--- src/rtl/aurora_64b66b_reset_pkg.sv ---
// aurora_64b66b_reset_pkg: state encoding and default timing for the Aurora 64B66B reset sequencer
package aurora_64b66b_reset_pkg;

    typedef enum logic [2:0] {
        GT_RST    = 3'd0,
        SYS_RST   = 3'd1,
        WAIT_LINK = 3'd2,
        LINK_UP   = 3'd3
    } state_t;

    localparam int DEF_DEBOUNCE_LEN    = 4;
    localparam int DEF_GT_RESET_CYCLES = 128;
    localparam int DEF_SYS_RESET_HOLD  = 64;
    localparam int DEF_LINK_TIMEOUT    = 1000000;
    localparam int DEF_CNT_W           = 24;
    localparam int DEF_RETRY_W         = 8;

endpackage

--- src/rtl/aurora_64b66b_rst_debounce.sv ---
// aurora_64b66b_rst_debounce: accepts a request after DEBOUNCE_LEN consecutive high samples, drops it on the first low
module aurora_64b66b_rst_debounce #(
    parameter int DEBOUNCE_LEN = 4
) (
    input  logic init_clk,
    input  logic reset,
    input  logic level,
    output logic req
);

    localparam int W = $clog2(DEBOUNCE_LEN + 1);

    logic [W-1:0] cnt;

    always_ff @(posedge init_clk or posedge reset) begin
        if (reset) begin
            cnt <= '0;
            req <= 1'b0;
        end else if (!level) begin
            cnt <= '0;
            req <= 1'b0;
        end else if (!req) begin
            cnt <= cnt + 1'b1;
            req <= cnt == W'(DEBOUNCE_LEN - 1);
        end
    end

endmodule

--- src/rtl/aurora_64b66b_reset_seq.sv ---
// aurora_64b66b_reset_seq: sequences gt_reset then sys_reset and supervises link bring-up with timeout retries
module aurora_64b66b_reset_seq
    import aurora_64b66b_reset_pkg::*;
#(
    parameter int DEBOUNCE_LEN    = DEF_DEBOUNCE_LEN,
    parameter int GT_RESET_CYCLES = DEF_GT_RESET_CYCLES,
    parameter int SYS_RESET_HOLD  = DEF_SYS_RESET_HOLD,
    parameter int LINK_TIMEOUT    = DEF_LINK_TIMEOUT,
    parameter int CNT_W           = DEF_CNT_W,
    parameter int RETRY_W         = DEF_RETRY_W
) (
    input  logic               init_clk,
    input  logic               reset,
    input  logic               reset_req_sync,
    input  logic               pma_init_req_sync,
    input  logic               channel_up_sync,
    output logic               gt_reset,
    output logic               sys_reset,
    output logic               link_ok,
    output logic [RETRY_W-1:0] retry_count,
    output logic [2:0]         seq_state
);

    state_t           state, nxt;
    logic [CNT_W-1:0] cnt;
    logic             pma_req, sys_req, hold, timeout, retry_inc;

    aurora_64b66b_rst_debounce #(.DEBOUNCE_LEN(DEBOUNCE_LEN)) u_pma_db (
        .init_clk (init_clk),
        .reset    (reset),
        .level    (pma_init_req_sync),
        .req      (pma_req)
    );

    aurora_64b66b_rst_debounce #(.DEBOUNCE_LEN(DEBOUNCE_LEN)) u_sys_db (
        .init_clk (init_clk),
        .reset    (reset),
        .level    (reset_req_sync),
        .req      (sys_req)
    );

    // Requests pre-empt every phase event; a pending request also stalls its own phase at count 0
    always_comb begin
        timeout   = state == WAIT_LINK && !channel_up_sync && cnt == CNT_W'(LINK_TIMEOUT - 1);
        hold      = (state == GT_RST && pma_req) || (state == SYS_RST && sys_req);
        retry_inc = timeout && !pma_req && !sys_req;
        nxt       = state;
        if (pma_req)
            nxt = GT_RST;
        else if (sys_req && state != GT_RST)
            nxt = SYS_RST;
        else
            case (state)
                GT_RST:    nxt = cnt == CNT_W'(GT_RESET_CYCLES - 1) ? SYS_RST : GT_RST;
                SYS_RST:   nxt = cnt == CNT_W'(SYS_RESET_HOLD - 1) ? WAIT_LINK : SYS_RST;
                WAIT_LINK: nxt = channel_up_sync ? LINK_UP : timeout ? GT_RST : WAIT_LINK;
                LINK_UP:   nxt = channel_up_sync ? LINK_UP : WAIT_LINK;
                default:   nxt = GT_RST;
            endcase
    end

    always_ff @(posedge init_clk or posedge reset) begin
        if (reset) begin
            state       <= GT_RST;
            cnt         <= '0;
            gt_reset    <= 1'b1;
            sys_reset   <= 1'b1;
            link_ok     <= 1'b0;
            retry_count <= '0;
        end else begin
            state     <= nxt;
            cnt       <= (nxt != state || hold || state == LINK_UP) ? '0 : cnt + 1'b1;
            gt_reset  <= nxt == GT_RST;
            sys_reset <= nxt == GT_RST || nxt == SYS_RST;
            link_ok   <= nxt == LINK_UP;
            if (retry_inc && !(&retry_count))
                retry_count <= retry_count + 1'b1;
        end
    end

    assign seq_state = state;

endmodule

--- config.mk ---
export PLATFORM = sky130hd
export DESIGN_NAME = aurora_64b66b_reset_seq
export DESIGN_NICKNAME = d
export VERILOG_FILES = /design/src/rtl/aurora_64b66b_reset_pkg.sv /design/src/rtl/aurora_64b66b_rst_debounce.sv /design/src/rtl/aurora_64b66b_reset_seq.sv
export SDC_FILE = /design/constraint.sdc
export NUM_CORES = 1
export LEC_CHECK = 0
export CAP_MARGIN = 20
export CORE_ASPECT_RATIO = 1.5
export CORE_MARGIN = 2
export CORE_UTILIZATION = 51
export CTS_CLUSTER_DIAMETER = 40
export DETAILED_ROUTE_END_ITERATION = 16
export HOLD_SLACK_MARGIN = 0.02
export PLACE_DENSITY = 0.84
export SYNTH_ARGS = -nofsm -noshare
export SYNTH_HDL_FRONTEND = slang
export SYNTH_SLANG_ARGS = --single-unit
--- constraint.sdc ---
create_clock -name init_clk -period 2.3 [get_ports init_clk]
set_input_delay 0.69 -clock init_clk [delete_from_list [all_inputs] [get_ports init_clk]]
set_output_delay 0.69 -clock init_clk [all_outputs]
set_load 0.005 [all_outputs]
==> results of run 1 <==
cell families (layout without fill, tap and decap cells):
logic type / Yosys count / in the layout / synth area share
fa+ha+maj: 6 / 6 / 0.03330
xor+xnor: 31 / 31 / 0.1204
flops: 45 / 45 / 0.5006
compound gates: 19 / 19 / 0.05716
buf+inv: 19 / 48 / 0.03663
mux: 3 / 3 / 0.01554
simple gates: 101 / 101 / 0.2347
other cells: 1 / 1 / 0.001663
stage by stage:
| step | worst slack (ps) | setup TNS, ps | hold WS (ps) |
|---|---|---|---|
| 2_1_floorplan | 11.55 | 0 | 468.6 |
| 3_3_place_gp | -512.0 | -5192 | 487.5 |
| 3_5_place_dp | -567.2 | -7001 | 513.7 |
| 4_1_cts | 43.37 | 0 | 527.5 |
| 5_1_grt | 9.778 | 0 | 536.3 |
| 6_report | 67.71 | 0 | 527.1 |
routing by layer:
| metal | up-vias | global-route usage |
|---|---|---|
| li1 | 823 | - |
| met1 | 824 | 0.2255 |
| met2 | 43 | 0.3442 |
| met3 | 12 | 0.04421 |
| met4 | 0 | 0.09937 |
| met5 | - | 0 |
worst max-delay path, delay by kind of cell:
| family | cells | cell delay [ps] |
|---|---|---|
| and+or+nand+nor | 3 | 1140 |
| muxes | 1 | 330 |
| buffers and inverters | 1 | 260 |
power by group:
group	switching, mW	leakage (nW)	internal, mW
combinational	0.173	0.622	0.167
clock	0.256	0.0585	0.354
sequential	0.0680	0.606	0.868
total	0.497	1.29	1.39
registers in the layout, summed over array words and instances, names as in the netlist:
signal and flops:
cnt 24, gt_reset 1, u_pma_db.req 1, retry_count 8, seq_state 2, u_pma_db.cnt 3, u_sys_db.cnt 3, link_ok 1
u_sys_db.req 1, sys_reset 1
final timing paths:
kind	to	slack, ps	cells past startpoint
worst min-delay path	retry_count[2]$_DFFE_PP0P_	530	1
worst max-delay path	retry_count[1]$_DFFE_PP0P_	70	5
min in group asynchronous	cnt[20]$_DFF_PP0_	730	3
worst min register to register	retry_count[2]$_DFFE_PP0P_	530	1
max in group asynchronous	gt_reset$_DFF_PP1_	1300	3
worst max register to register	retry_count[1]$_DFFE_PP0P_	190	5
what timing repair did:
action	CTS	global route
pin swaps	1	0
setup endpoints to repair	8	3
resized for setup	6	0
Yosys cell counts, types with 2 or more instances:
cell | number | area (um2)
mux2i_1 | 2 | 20.02
xor2_1 | 20 | 175.2
inv_1 | 9 | 33.78
a21o_1 | 2 | 15.01
nand2_1 | 9 | 33.78
o21a_1 | 2 | 15.01
dfrtp_1 | 43 | 1076
and4_1 | 4 | 35.03
o41ai_1 | 2 | 17.52
ha_1 | 6 | 75.07
dfstp_2 | 2 | 52.55
nor2b_1 | 2 | 12.51
nand4_1 | 9 | 56.30
and3_1 | 9 | 56.30
a21oi_1 | 3 | 15.01
clkbuf_1 | 7 | 26.28
and2_1 | 4 | 25.02
or4_1 | 3 | 22.52
xnor2_1 | 11 | 96.34
o31a_1 | 2 | 17.52
nor2_1 | 35 | 131.4
o21ai_0 | 5 | 25.02
nor4_1 | 3 | 18.77
nand3_1 | 13 | 65.06
nor3_1 | 4 | 20.02
or3_1 | 2 | 12.51
layout make-up:
class | instances | area, um2
clock buffer | 7 | 86.33
clock inverter | 1 | 30.03
fill | 318 | 1556
inverter | 9 | 33.78
multi-input combinational | 161 | 1054
sequential | 45 | 1129
tap | 46 | 57.56
timing repair buffer | 31 | 299.0
==> flow_metrics.env, run 1 <==
export IMPL_status="completed"
export IMPL_met2_wirelength_um=2381
export IMPL_avgSynthCellArea_um2=10.02
export IMPL_overflow=0
export IMPL_highest_layer="met4"
export IMPL_io_buffers=17
export IMPL_wl_per_cell_um=14.65
export IMPL_required_ps=2490
export IMPL_layout_common_cells="43 x dfrtp_1, 34 x nor2_1, 20 x xor2_1, 16 x clkdlybuf4s50_1, 13 x nand3_1"
export IMPL_power_mw=1.886
export IMPL_initial_utilization=0.5311
export IMPL_grt_pass1_wl_um=7665
export IMPL_drt_pre_antenna_iters=4
export IMPL_yosysWarnings=0
export IMPL_antenna_left=0
export IMPL_cts_sinks=45
export IMPL_grt_max_degree=46
export IMPL_dieArea_mm2=0.004980
export IMPL_synth_cell_types=38
export IMPL_drive_above_1_share=0.1142
export IMPL_synth_seq_cells=45
export IMPL_irDropWorstVdd_v=0.0007260
export IMPL_p_leak_nw=1.287
export IMPL_period_needed_ps=2232
export IMPL_clk_path_buf_depth=2
export IMPL_hold_buffers=0
export IMPL_cts_root_buf="clkbuf_8"
export IMPL_synth_fp_nets=236
export IMPL_cp_data_arrival_time_ps=2420
export IMPL_start_kind="primary input"
export IMPL_cts_setup_buffers=0
export IMPL_die_x_um=58.29
export IMPL_drv_cap=0
export IMPL_syn_area_mm2=0.002255
export IMPL_hold_viol=0
export IMPL_hold_start="retry_count[2]$_DFFE_PP0P_"
export IMPL_setup_worst_path_start="channel_up_sync"
export IMPL_crit_chain="dlygate4sd2_1 -> nand4b_1 -> or4_4 -> or4_4 -> mux2_4"
export IMPL_num_vias=1702
export IMPL_wl_met3_um=151
export IMPL_drtIter0Drc=42
export IMPL_antenna_cells=0
export IMPL_grt_usage=0.1995
export IMPL_max_stage_delay_ps=520
export IMPL_synth_edf_count=0
export IMPL_crit_top_cell="or4_4"
export IMPL_antenna_found_initial=0
export IMPL_post_layout_nonfiller_instances=300
export IMPL_synth_cells=225
export IMPL_via_per_inst=5.673
export IMPL_slowest_stage="or4_4"
export IMPL_grt_pass1_vias=1770
export IMPL_rr_startpoint="cnt[1]$_DFF_PP0_"
export IMPL_min_path_type="flop to flop"
export IMPL_rsz0062_at_grt="false"
export IMPL_ys_seq_area_frac=0.5006
export IMPL_dp_cells=293
export IMPL_drc=0
export IMPL_place_area_mm2=0.002571
export IMPL_post_route_period_util=0.9706
export IMPL_top_level_ports=19
export IMPL_clock_skew_ps=9.308
export IMPL_fp_dieH_um=85.43
export IMPL_synthArstFlopShare=1.000
export IMPL_cp_max_fo=8
export IMPL_core_mm2=0.004245
export IMPL_wirelength_um=4396
export IMPL_clk_latency_ps=290
export IMPL_m1WireLength_um=1769
export IMPL_synth_ff_type="dfrtp_1"
export IMPL_rows=29
export IMPL_power_density_mw_per_mm2=701.5
export IMPL_path_clk_slew_ps=80
export IMPL_setup_viol=0
export IMPL_gp_congestion=0.8731
export IMPL_critPathKind="primary input to flop"
export IMPL_syn2layout_area_growth_pct=19.26
export IMPL_final_core_util=0.6334
export IMPL_tritoncts="yes"
export IMPL_final_common_cell="dfrtp_1"
export IMPL_endpoint_kind="flop"
export IMPL_cts_max_level=2
export IMPL_nNetsFinal=264
export IMPL_stdcell_area_mm2=0.002689
export IMPL_cts_buffers=5
export IMPL_hpwl_um=3052
export IMPL_slew_violations=0
export IMPL_clock_fmax_ghz=0.4480
Note: power is estimated with default switching activity, not from simulation.
==> inputs of run 2 (changes only) <==
--- a/config.mk
+++ b/config.mk
@@ -8,11 +8,12 @@
 export CAP_MARGIN = 20
 export CORE_ASPECT_RATIO = 1.5
 export CORE_MARGIN = 2
-export CORE_UTILIZATION = 51
+export CORE_UTILIZATION = 52
 export CTS_CLUSTER_DIAMETER = 40
 export DETAILED_ROUTE_END_ITERATION = 16
 export HOLD_SLACK_MARGIN = 0.02
-export PLACE_DENSITY = 0.84
+export PLACE_DENSITY = 0.86
 export SYNTH_ARGS = -nofsm -noshare
 export SYNTH_HDL_FRONTEND = slang
+export SYNTH_HIERARCHICAL = 1
 export SYNTH_SLANG_ARGS = --single-unit
==> run 2 against run 1 <==
Compared with the run above:
- non-clock buffer count fell by 4
- clock-buffer cell count fell by 1
- register-to-register slack improved by 50 ps
- largest power group unchanged
- highest routed layer unchanged
- combinational power up 99%
- maximum frequency is 3.2% higher
==> flow_metrics.env, run 2 <==
export IMPL_status="completed"
export IMPL_p_int_mw=1.602
export IMPL_grt_usage=0.2035
export IMPL_cts_buffers=5
export IMPL_comb_power_share=0.277
export IMPL_yosysWarnings=6
export IMPL_power_frac_seq=0.481
export IMPL_cts_max_level=2
export IMPL_die_x_um=58.08
export IMPL_endpoint_kind="flop"
export IMPL_synth_seq_cells=45
export IMPL_setup_viol=0
export IMPL_max_slew_margin=0.5789
export IMPL_drv_cap=0
export IMPL_hold_path_end="retry_count[7]$_DFFE_PP0P_"
export IMPL_rr_startpoint="seq_state[0]$_DFF_PP0_"
export IMPL_syn_area_mm2=0.002281
export IMPL_top_regs="cnt: 24 flops, retry_count: 8 flops"
export IMPL_p_sw_mw=0.8383
export IMPL_power_frac_clock=0.242
export IMPL_initial_utilization=0.5419
export IMPL_ys_top_cells_by_count="43 x dfrtp_1, 29 x nor2_1, 19 x xor2_1, 13 x nand3_1, 11 x xnor2_1"
export IMPL_post_route_period_util=0.9400
export IMPL_final_common_cell="dfrtp_1"
export IMPL_wl_per_cell_um=15.37
export IMPL_yosysMostFrequentCell="dfrtp_1"
export IMPL_p_leak_nw=1.238
export IMPL_slew_violations=0
export IMPL_num_vias=1673
export IMPL_stdcell_area_mm2=0.002696
export IMPL_core_mm2=0.004209
export IMPL_reg2reg_to="cnt[21]$_DFF_PP0_"
export IMPL_critPathKind="primary input to flop"
export IMPL_largest_reg_flops=24
export IMPL_setup_ws_ps=137.9
export IMPL_start_kind="primary input"
export IMPL_highest_layer="met4"
export IMPL_ys_seq_area_frac=0.4948
export IMPL_antenna_found_initial=0
export IMPL_path_clk_slew_ps=90
export IMPL_place_ws_ps=-298.5
export IMPL_rrSetupSlack_ps=240
export IMPL_worstHoldPathCells=1
export IMPL_drc=0
export IMPL_grt_max_degree=38
export IMPL_largest_register="cnt"
export IMPL_period_needed_ps=2162
export IMPL_power_density_mw_per_mm2=905.1
export IMPL_cp_data_arrival_time_ps=2310
export IMPL_synth_edf_count=0
export IMPL_hold_start="retry_count[7]$_DFFE_PP0P_"
export IMPL_worst_path_dominant_cell_family="compound AO/OA/AOI/OAI gates"
export IMPL_rr_worst_depth=5
export IMPL_layout_common_cells="43 x dfrtp_1, 29 x nor2_1, 19 x xor2_1, 17 x clkdlybuf4s50_1, 13 x nand3_1"
export IMPL_grt_pass1_wl_um=7824
export IMPL_crit_chain="clkdlybuf4s50_1 -> o21bai_1 -> a31oi_1 -> o311ai_4 -> nor2_1"
export IMPL_fin_setup_tns_ps=0
export IMPL_hpwl_um=2995
export IMPL_hold_viol=0
export IMPL_synth_area_leader_cell="dfrtp_1"
export IMPL_cts_setup_buffers=0
export IMPL_grt_pass1_vias=1718
export IMPL_min_path_type="flop to flop"
export IMPL_wirelength_um=4456
export IMPL_wl_met3_um=159
export IMPL_synth_fp_nets=223
export IMPL_rsz0062_at_grt="false"
export IMPL_antenna_left=0
export IMPL_cp_max_fo=12
export IMPL_clock_fmax_ghz=0.4625
export IMPL_gp_congestion=0.7895
export IMPL_dp_cells=281
export IMPL_clock_skew_ps=10.07
export IMPL_met2_wirelength_um=2277
export IMPL_max_stage_delay_ps=590
export IMPL_fp_dieH_um=85.12
export IMPL_clk_latency_ps=300
export IMPL_synth_cells=212
export IMPL_place_area_mm2=0.002562
export IMPL_nNetsFinal=254
export IMPL_required_ps=2450
export IMPL_synth_cell_types=43
export IMPL_cts_sinks=45
export IMPL_post_layout_nonfiller_instances=290
export IMPL_overflow=0
export IMPL_synthArstFlopShare=1.000
export IMPL_drive_above_1_share=0.1352
export IMPL_power_mw=2.441
export IMPL_synth_ff_type="dfrtp_1"
export IMPL_dieArea_mm2=0.004943
export IMPL_drt_pre_antenna_iters=4
export IMPL_sw_frac_of_total=0.3435
export IMPL_clk_path_buf_depth=2
export IMPL_top_level_ports=19
export IMPL_antenna_cells=0
export IMPL_synth_top_area_frac=0.4717
export IMPL_slowest_stage="o311ai_4"
export IMPL_io_buffers=17
export IMPL_via_per_inst=5.769
export IMPL_synthTopCellsByArea="dfrtp_1 47%, xor2_1 7.3%, nor2_1 4.8%"
export IMPL_m1WireLength_um=1924
export IMPL_drtIter0Drc=70
export IMPL_tritoncts="yes"
export IMPL_tightest_slew_ps=630.1
export IMPL_irDropWorstVdd_v=0.0007672
export IMPL_avgSynthCellArea_um2=10.76
export IMPL_syn2layout_area_growth_pct=18.21
export IMPL_cts_root_buf="clkbuf_8"
export IMPL_rows=29
export IMPL_worst_path_buf_inv=1
run 2: cell types whose count changed after synthesis, sizes merged, moves of 3 or more:
cell,previous run,this run
clkbuf,7,1
nor2,35,29
a31oi,0,3
and3,9,6
o21ai,5,2
or2,0,3
run 2: how the worst max path moves through the flow:
stage / start / endpoint / slack (ps) / cells after the start
final: channel_up_sync / cnt[21]$_DFF_PP0_ / 140 / 5
after global routing: channel_up_sync / cnt[21]$_DFF_PP0_ / 50 / 5
after CTS: channel_up_sync / cnt[2]$_DFF_PP0_ / 30 / 5
after detailed placement: channel_up_sync / cnt[19]$_DFF_PP0_ / -300 / 5
after global placement: channel_up_sync / cnt[16]$_DFF_PP0_ / -240 / 5
after floorplan: retry_count[0]$_DFFE_PP0P_ / retry_count[1]$_DFFE_PP0P_ / 350 / 5
run 2: routing by layer:
layer / up-vias / global-route usage
met5: - / 0
met4: 0 / 0.07188
met3: 9 / 0.04116
met2: 40 / 0.3388
met1: 831 / 0.2597
li1: 793 / -
run 2: cells by family (layout without fill, tap and decap cells):
kind of cell / count (synthesis) / count (layout) / synth area share
other: 1 / 1 / 0.001644
flip-flops: 45 / 45 / 0.4948
AND/OR/NAND/NOR: 98 / 98 / 0.2534
adder cells (fa/ha/maj): 6 / 6 / 0.03291
multiplexers: 3 / 3 / 0.01371
AO/OA/AOI/OAI: 16 / 17 / 0.06418
buffers and inverters: 13 / 44 / 0.02413
XOR/XNOR: 30 / 30 / 0.1152
run 2: layout make-up:
cell class                      instances  area, um2
Multi-Input combinational cell        155       1124
Clock inverter                          2      35.03
Clock buffer                            6      72.57
Tap cell                               46      57.56
Fill cell                             334       1513
Inverter                                9      33.78
Sequential cell                        45       1129
Timing Repair Buffer                   27      245.2
run 2: what timing repair did:
action                     4_1_cts  5_1_grt
setup endpoints to repair        2       12
gates cloned                     1        0
hold buffers                     0        0
resized for setup                0        1
run 2: through the flow:
| stage | util | hold WS (ps) |
|---|---|---|
| detailed placement | 0.6088 | 477.4 |
| global placement | 0.6088 | 473.6 |
| global route | 0.6406 | 524.6 |
| finish | 0.6406 | 486.7 |
| CTS | 0.6382 | 492.4 |
| floorplan | - | 454.9 |
run 2: power groups by stage:
stage	sequential [mW]	combinational, mW	clock [mW]
final	1.17	0.676	0.592
after global routing	1.20	0.755	0.636
after CTS	1.17	0.665	0.592
after detailed placement	1.18	0.640	0
after global placement	1.17	0.611	0
after floorplan	1.15	0.471	0
